**src/rtl/clk_lock_pkg.sv**
```systemverilog
// Shared definitions for the PLL lock monitor: FSM states, frequency constants
// and the measurement window acceptance test.
package clk_lock_pkg;

    localparam int unsigned REF_CLK_HZ = 12_000_000;
    localparam int unsigned SYS_CLK_HZ = 50_000_000;

    typedef enum logic {
        ACQUIRE = 1'b0,
        LOCKED  = 1'b1
    } lock_state_t;

    // Unsigned window acceptance; lower bound clamps at zero for wide tolerances
    function automatic logic in_range(input int unsigned m,
                                      input int unsigned exp_edges,
                                      input int unsigned tolerance);
        int unsigned lo;
        lo = (tolerance > exp_edges) ? 32'd0 : exp_edges - tolerance;
        return (m >= lo) && (m <= exp_edges + tolerance);
    endfunction

endpackage

```
**src/rtl/sync_edge_det.sv**
```systemverilog
// Brings an asynchronous level into the clk domain and flags its rising edges.
module sync_edge_det (
    input  logic clk,
    input  logic rst,
    input  logic async_in,
    output logic rise_c
);

    logic s1;
    logic s2;
    logic s3;

    always_ff @(posedge clk or posedge rst) begin
        if (rst) begin
            s1 <= 1'b0;
            s2 <= 1'b0;
            s3 <= 1'b0;
        end else begin
            s1 <= async_in;
            s2 <= s1;
            s3 <= s2;
        end
    end

    assign rise_c = s2 & ~s3;

endmodule

```
**src/rtl/clk_lock_monitor.sv**
```systemverilog
// Counts reference-clock edges per gate window and declares PLL lock after
// a run of in-tolerance windows; holds downstream logic in reset until locked.
module clk_lock_monitor
    import clk_lock_pkg::*;
#(
    parameter  int unsigned GATE_CYCLES  = 50000,
    parameter  int unsigned EXPECT_EDGES = 12000,
    parameter  int unsigned TOLERANCE    = 12,
    parameter  int unsigned LOCK_COUNT   = 4,
    localparam int unsigned CW           = $clog2(GATE_CYCLES + 1)
) (
    input  logic          clk,
    input  logic          rst,
    input  logic          ref_in,
    output logic          locked,
    output logic          rst_out,
    output logic [CW-1:0] edge_count,
    output logic          meas_valid,
    output logic          lock_lost
);

    localparam int unsigned GW    = (GATE_CYCLES > 1) ? $clog2(GATE_CYCLES) : 1;
    localparam int unsigned GOODW = $clog2(LOCK_COUNT + 1);

    logic              edge_now_c;
    logic [GW-1:0]     gate;
    logic [CW-1:0]     acc;
    logic [CW-1:0]     meas_c;
    logic              gate_end_c;
    logic              meas_ok_c;
    logic [GOODW-1:0]  good;
    lock_state_t       state;

    sync_edge_det u_sync (
        .clk      (clk),
        .rst      (rst),
        .async_in (ref_in),
        .rise_c   (edge_now_c)
    );

    // Saturating running total including this cycle's edge
    assign gate_end_c = (gate == GW'(GATE_CYCLES - 1));
    assign meas_c     = (&acc) ? acc : acc + CW'(edge_now_c);
    assign meas_ok_c  = in_range(32'(meas_c), EXPECT_EDGES, TOLERANCE);

    always_ff @(posedge clk or posedge rst) begin
        if (rst) begin
            gate       <= '0;
            acc        <= '0;
            edge_count <= '0;
            meas_valid <= 1'b0;
        end else begin
            meas_valid <= gate_end_c;
            if (gate_end_c) begin
                gate       <= '0;
                acc        <= '0;
                edge_count <= meas_c;
            end else begin
                gate <= gate + GW'(1);
                acc  <= meas_c;
            end
        end
    end

    // Lock decision is taken as the window closes so locked moves with meas_valid
    always_ff @(posedge clk or posedge rst) begin
        if (rst) begin
            state     <= ACQUIRE;
            good      <= '0;
            locked    <= 1'b0;
            rst_out   <= 1'b1;
            lock_lost <= 1'b0;
        end else begin
            rst_out <= ~locked;
            if (gate_end_c) begin
                case (state)
                    ACQUIRE: begin
                        if (meas_ok_c) begin
                            if ((32'(good) + 32'd1) >= LOCK_COUNT) begin
                                state  <= LOCKED;
                                locked <= 1'b1;
                                good   <= '0;
                            end else begin
                                good <= good + GOODW'(1);
                            end
                        end else begin
                            good <= '0;
                        end
                    end
                    LOCKED: begin
                        if (!meas_ok_c) begin
                            state     <= ACQUIRE;
                            locked    <= 1'b0;
                            lock_lost <= 1'b1;
                            good      <= '0;
                            rst_out   <= 1'b1;
                        end
                    end
                    default: state <= ACQUIRE;
                endcase
            end
        end
    end

endmodule

```
**config.mk**
```make
export PLATFORM = sky130hd
export DESIGN_NAME = clk_lock_monitor
export DESIGN_NICKNAME = d
export VERILOG_FILES = /design/src/rtl/clk_lock_pkg.sv /design/src/rtl/sync_edge_det.sv /design/src/rtl/clk_lock_monitor.sv
export SDC_FILE = /design/constraint.sdc
export NUM_CORES = 1
export LEC_CHECK = 0
export ABC_AREA = 1
export CORE_ASPECT_RATIO = 0.6
export CORE_UTILIZATION = 57
export CTS_CLUSTER_DIAMETER = 60
export DETAILED_ROUTE_END_ITERATION = 16
export DONT_BUFFER_PORTS = 1
export GPL_TIMING_DRIVEN = 0
export PLACE_DENSITY = 0.75
export SYNTH_ARGS = -nofsm -noshare
export SYNTH_HDL_FRONTEND = slang
export SYNTH_SLANG_ARGS = --single-unit
```
**constraint.sdc**
```tcl
create_clock -name clk -period 2 [get_ports clk]
set_input_delay 0.4 -clock clk [delete_from_list [all_inputs] [get_ports clk]]
set_output_delay 0.4 -clock clk [all_outputs]
set_load 0.005 [all_outputs]
```
== Word-level counts from Yosys, hierarchy flattened ==
Cells that the tools add are included.
Operators by class
  eq/ne operators: 4
  $lt $le $gt $ge: 3
  mux-type cells: 18
  bitwise logic cells: 5
  reduce and logical (&&, ||, !) cells: 5
  $add $sub $neg: 4
Operators with widths (count)
  16-bit 2-to-1 mux: 3
  16-bit by 1-bit adder with 16-bit output: 1
  16-bit by 1-bit adder with 16-bit output, second input constant: 1
  16-bit == test, second input constant: 1
  16-bit by 14-bit >= comparator with 1-bit output, second input constant: 1
  16-bit by 14-bit <= comparator with 1-bit output, second input constant: 1
  16-bit AND reduction: 1
  1-bit 2-to-1 mux: 9
  3-bit 2-to-1 mux: 3
  2-bit inequality test, second input constant: 3
  3-bit one-hot mux with 2 select lines: 1
  3-bit by 1-bit adder with 4-bit output, second input constant: 1
  4-bit by 3-bit >= comparator with 1-bit output, second input constant: 1
  1-bit NOT: 4
  1-bit one-hot mux with 2 select lines: 2
  4-bit AND reduction: 1
  3-bit by 1-bit adder with 3-bit output, second input constant: 1
  3-bit AND reduction: 1
  2-bit AND reduction: 1
  1-bit AND: 1
  1-bit logical AND: 1
Word-level totals
  input port bits: 3
  bits in registers: 59
  output and inout bits: 20

== Logic depth before layout (Yosys ltp) ==
  depth in word-level cells: 9
  depth in mapped cells: 18
  depth with buffers taken out: 18

== Modules after synthesis ==
From an unflattened synthesis, not the netlist that was laid out.
Second synthesis, totals
  cell total of the unflattened synthesis: 381
  area, all modules: 2945.3 µm²
By module, submodules not included
  clk_lock_monitor: instances 1, cells each 375, seq. area each 1402.6 µm², area an instance 2856.5 µm²
  sync_edge_det: instances 1, cells each 6, seq. area each 75.1 µm², area an instance 88.8 µm²

== Worst setup path after synthesis ==
OpenSTA, ideal clock, no wires.
  path kind: flip-flop to flip-flop
  start point: register u_sync.s3
  end point: register good[0]
  clock period less this slack: 2066 ps
  data required time: 1938 ps
  arrival: 2003 ps
  buffers on the path: 0
  cell stages (with the launch flop): 18
  setup slack: -66 ps
  cell sequence: dfrtp_1 > nor2_1 > ha_1 > ha_1 > nand3_1 > inv_1 > nand3_1 > nand2_1 > nand2_1 > nor2_1 > nand2_1 > nor2_2 > nand4_1 > nand2_2 > nand2_2 > nand2_1 > nand2_1 > inv_1
On the way
  longest elaborated chain between the ends: 8
  elaborated cells between the ends (all ways): 11
  classes of those cells: 1 x add/sub; 2 x order compare; 1 x eq/ne; 3 x mux; 2 x bitwise; 2 x reduce/logical
Ends and longest elaborated chain
  start, declared: line sync_edge_det.sv:11  | logic s3;
  start signal, assigned: line sync_edge_det.sv:17  | s3 <= 1'b0;
  start signal, assigned: line sync_edge_det.sv:21  | s3 <= s2;
  1-bit NOT (*): line sync_edge_det.sv:25  | assign rise_c = s2 & ~s3;
  1-bit AND (*): line sync_edge_det.sv:25
  16-bit by 1-bit adder with 16-bit output (*): line clk_lock_monitor.sv:43  | assign meas_c = (&acc) ? acc : acc + CW'(edge_now_c);
  16-bit 2-to-1 mux (*): line clk_lock_monitor.sv:43
  16-bit by 14-bit >= comparator with 1-bit output / 16-bit by 14-bit <= comparator with 1-bit output (equally long branches): line clk_lock_pkg.sv:19  | return (m >= lo) && (m <= exp_edges + tolerance);
  1-bit logical AND (*): line clk_lock_pkg.sv:19
  3-bit 2-to-1 mux / 2-bit inequality test (equally long branches)
  3-bit one-hot mux with 2 select lines / 2-bit AND reduction (equally long branches)
  end signal, assigned: line clk_lock_monitor.sv:84  | good <= good + GOODW'(1);
  end, declared: line clk_lock_monitor.sv:31  | logic [GOODW-1:0] good;
Every way passes the cells marked *; elsewhere a longest branch is shown, timed or not.
A chain may end at the register's enable or synchronous reset.

== Worst setup path in the final report ==
  start point: register u_sync.s3
  end point: register good[1]
The elaborated chain is that of the path after synthesis.

==> reports/summary.md <==
The run finished, with violations left. The final reports fail on negative setup slack. The worst min-delay path category is in2reg.

In this run the core area contains 19 standard-cell rows. IR analysis of the VDD net gives a maximum drop of 0.5309 mV. The number of cells on the worst reg-to-reg path is 15. Number of cells on the worst hold path: 0. After synthesis the netlist holds a flip-flop and latch count of 59. The headroom to the max-slew limit was 0.6435; the data required time of the worst path was 2.27 ns. The maximum clock insertion buffer count is 2, and the count of endpoints failing setup in the final report is 8.

The routed wirelength normalized by instance count came out at 15.51 um. The tools report the cell at the root of the clock tree as sky130_fd_sc_hd__clkbuf_8. The aggregate global-route resource usage was 0.2882. The critical setup path kind is reg2reg.

For this block, the initial DRC count from the detailed router was 238. The setup slack on the worst flop-to-flop path is -0.23 ns, and the final number of max-transition violations is 0. Data on the critical path arrives at its endpoint at 2.50 ns.

The number of DRC violations after detailed routing came out at 0. Final routed wirelength across all metal layers: 7412 um. At the pin with the least slew margin, the transition time is 0.5308 ns.

TritonCTS built the clock tree. Detailed placement ended at an HPWL of 4531 um. The tools report the instance count of the mapped netlist as 376. The minimum clock period after layout is 2.230 ns. The detail-routed via count per cell is 5.471, and the share of Yosys cell area claimed by the top area cell type is 0.4940. The critical path crosses 15 cells after its start point. The number of I/O port buffers came out at 0. The tools report the number of global-route vias before repair as 2,395.

The number of distinct standard cells referenced by the synthesized netlist is 32, and the count of non-filler cells in the finished layout is 478. The run gives 0.9590 as the final weighted congestion in routability-driven placement. Routing usage on met2: 0.4142. The largest stage delay on the critical path is 0.40 ns, and the number of antenna violations at the first check in global routing is 0. Detailed routing inserted a total of 2,615 vias.

The tools report the worst hold endpoint as u_sync.s1$_DFF_PP0_. The endpoint of the lowest-slack register-to-register path was good[1]$_DFFE_PP0P_. The final cell utilization of the core is 0.7666. In the final design database the tool counted 417 nets. The iteration count of the initial detailed-routing pass was 5; the mean instance size in the synthesized netlist was 7.813 sq um.

The area added between synthesis and finish came out at 24.06%. Setup repair after global routing could not meet its margin everywhere. The top cell type by total area after synthesis was sky130_fd_sc_hd__dfrtp_1. The count of H-tree levels built during CTS is 3, and the clock net sink count is 59.

TritonCTS created 9 clock buffers. The tools report the number of antenna cells inserted as 0. The insertion delay of the later-clocked pin in the worst-skew pair came out at 0.35 ns.

The top fanout value on the critical path was 3. The slowest stage of the critical path belongs to the cell sky130_fd_sc_hd__dfrtp_1. Counting every net in the synthesized netlist gives 383.

The floorplan step defined a core boundary enclosing 4755 sq um. Based on the critical path, the design can be clocked at up to 0.4484 GHz. Clock-pin slew on the worst setup and hold paths: 0.07 ns.

Tracing the worst setup path back leads to its startpoint at u_sync.s3$_DFF_PP0_. The worst setup path is captured at a flip-flop. Share of final-layout standard cells stronger than drive strength 1: 0.2410. Summed over all layers, the global routing overflow is 0. The max capacitance violation total was 0. The synthesis warning total was 0. Entering global routing, the biggest net connects 42 pins. For the sequential area share after synthesis, the log shows 0.5030. In this design, the largest share of critical-path delay is due to simple AND/OR/NAND/NOR gates.

Among all cell types in the netlist, the one instantiated most often is sky130_fd_sc_hd__nand2_1. The final setup slack of the worst path was -0.2300 ns. The proportion of register bits with asynchronous set or reset after synthesis was 1.000. The origin of the worst min-delay path was ref_in.

After synthesis the cells add up to 2938 sq um. The run gives 0.09711 as the routing usage on met3. The initial core utilization came out at 0.6179. The signal on the critical path passes through nor2_4 > ha_4 > ha_4 > nand3_4 > nor2_4 > nand3_2 > nand2_2 > nand2_2 > inv_2 > nand3_2 > nor2_2 > nand2_1 > nor2_2 > nand4_1 > o21ai_1. The antenna violation net count after detailed routing was 0. The global routing stage identified its most utilized layer as met1.

For this design the top-level I/O count stands at 23. The die footprint is 5455 sq um. Startpoint of the lowest-slack register-to-register path: u_sync.s3$_DFF_PP0_. Yosys mapped a number of flops with a built-in enable equal to 0. After synthesis, the most frequently instantiated cells are 94 x sky130_fd_sc_hd__nand2_1, 59 x sky130_fd_sc_hd__inv_1, 58 x sky130_fd_sc_hd__dfrtp_1, 56 x sky130_fd_sc_hd__nor2_1, 19 x sky130_fd_sc_hd__o21ai_0. STA classifies the critical path startpoint as a flip-flop. The first global-routing pass estimated 11,470 um of wire. The die boundary width was 94.68 um. The met1 layer usage reported by global route came out at 0.4142. The ratio of final minimum period to clock period is 1.115, and the standby leakage power is 1.830 nW. In the post-synthesis netlist, the biggest area contributors are sky130_fd_sc_hd__dfrtp_1 49%, sky130_fd_sc_hd__nand2_1 12%, sky130_fd_sc_hd__inv_1 7.5%, sky130_fd_sc_hd__nor2_1 7.2%, sky130_fd_sc_hd__nand4_1 3.6%. The final-report hold violation count is 0.

The largest clock skew in the final design is 0.005843 ns, and the total buffers and inverters traversed by the critical path is 1. The die is 57.61 um tall. Counting tap cells, the placed design contains a total of 440 instances. Among all flip-flop cells after synthesis, the most frequent one is sky130_fd_sc_hd__dfrtp_1. The power per standard cell area was 838.2 nW/um^2.
[routing by layer]
metal	vias up	share of wire
met3	23	0.077
met1	1235	0.46
met2	98	0.44
met5	-	0
met4	0	0.022
li1	1259	-
[what timing repair did]
item / 4_1_cts / 5_1_grt
hold endpoints to repair: 18 / 0
gates resized for setup: 25 / 33
setup buffers: 11 / 10
setup endpoints to repair: 22 / 41
pin swaps: 13 / 25
hold buffers: 1 / 0
[stage by stage]
stage / power [mW] / hold WS, ns / setup slack (ns) / cell area (sq um) / TNS (ns)
after global routing: 3.173 / 0.06822 / -0.4530 / 3645 / -2.642
after global placement: 1.651 / 0.3336 / -0.4775 / 3029 / -30.66
final: 3.055 / 0.08212 / -0.2300 / 3645 / -1.270
after CTS: 3.026 / 0.07432 / -0.2177 / 3466 / -1.073
after floorplan: 1.576 / 0.3312 / 0.004680 / 2950 / 0
after detailed placement: 1.663 / 0.2982 / -0.4943 / 3049 / -4.606
[report_power, final]
| group | internal (mW) | leakage [nW] | switching [mW] |
|---|---|---|---|
| Combinational | 0.170 | 0.920 | 0.238 |
| Clock | 0.807 | 0.120 | 0.494 |
| Sequential | 1.25 | 0.791 | 0.0968 |
| Total | 2.23 | 1.83 | 0.829 |
[cell type report]
type / count / area [sq um]
Buffer: 6 / 35.03
Clock buffer: 13 / 168.9
Clock inverter: 3 / 68.82
Fill cell: 338 / 1110
Inverter: 60 / 230.2
Multi-Input combinational cell: 251 / 1394
Sequential cell: 59 / 1478
Tap cell: 63 / 78.83
Timing Repair Buffer: 23 / 191.4
[flip-flops by register name, indices dropped and copies added, names as in the netlist, 3 cells and up]
register    count
good            3
gate           16
acc            16
edge_count     16
[cell families (layout without fill, tap and decap cells)]
logic type / after synthesis / after routing / synth area share
AO/OA/AOI/OAI: 30 / 30 / 0.05750
XOR/XNOR: 6 / 6 / 0.01789
adder cells (fa/ha/maj): 4 / 4 / 0.01704
buffers and inverters: 66 / 105 / 0.08688
flip-flops: 59 / 59 / 0.5030
AND/OR/NAND/NOR: 211 / 211 / 0.3177
[how the worst max path moves through the flow]
| stage | endpoint |
|---|---|
| after floorplan | good[0]$_DFFE_PP0P_ |
| after detailed placement | locked$_DFFE_PP0P_ |
| after global routing | good[1]$_DFFE_PP0P_ |
| after global placement | locked$_DFFE_PP0P_ |
| after CTS | good[0]$_DFFE_PP0P_ |
| final | good[1]$_DFFE_PP0P_ |
[cell usage in the layout (no fill, tap or decap), types with 3 or more instances in the layout]
cell type / instances
sky130_fd_sc_hd__buf_4: 20
sky130_fd_sc_hd__nor3_1: 4
sky130_fd_sc_hd__nand3_2: 3
sky130_fd_sc_hd__nand2_2: 18
sky130_fd_sc_hd__nand2_1: 82
sky130_fd_sc_hd__clkbuf_8: 12
sky130_fd_sc_hd__inv_1: 53
sky130_fd_sc_hd__dfrtp_1: 58
sky130_fd_sc_hd__inv_2: 5
sky130_fd_sc_hd__nor2_2: 12
sky130_fd_sc_hd__nor2_4: 7
sky130_fd_sc_hd__nand3b_1: 3
sky130_fd_sc_hd__nor2_1: 44
sky130_fd_sc_hd__o21ai_0: 18
sky130_fd_sc_hd__xor2_1: 5
sky130_fd_sc_hd__clkbuf_1: 3
sky130_fd_sc_hd__nand4_1: 17
sky130_fd_sc_hd__nand3_1: 11
Power figures use the tool's default switching activity.
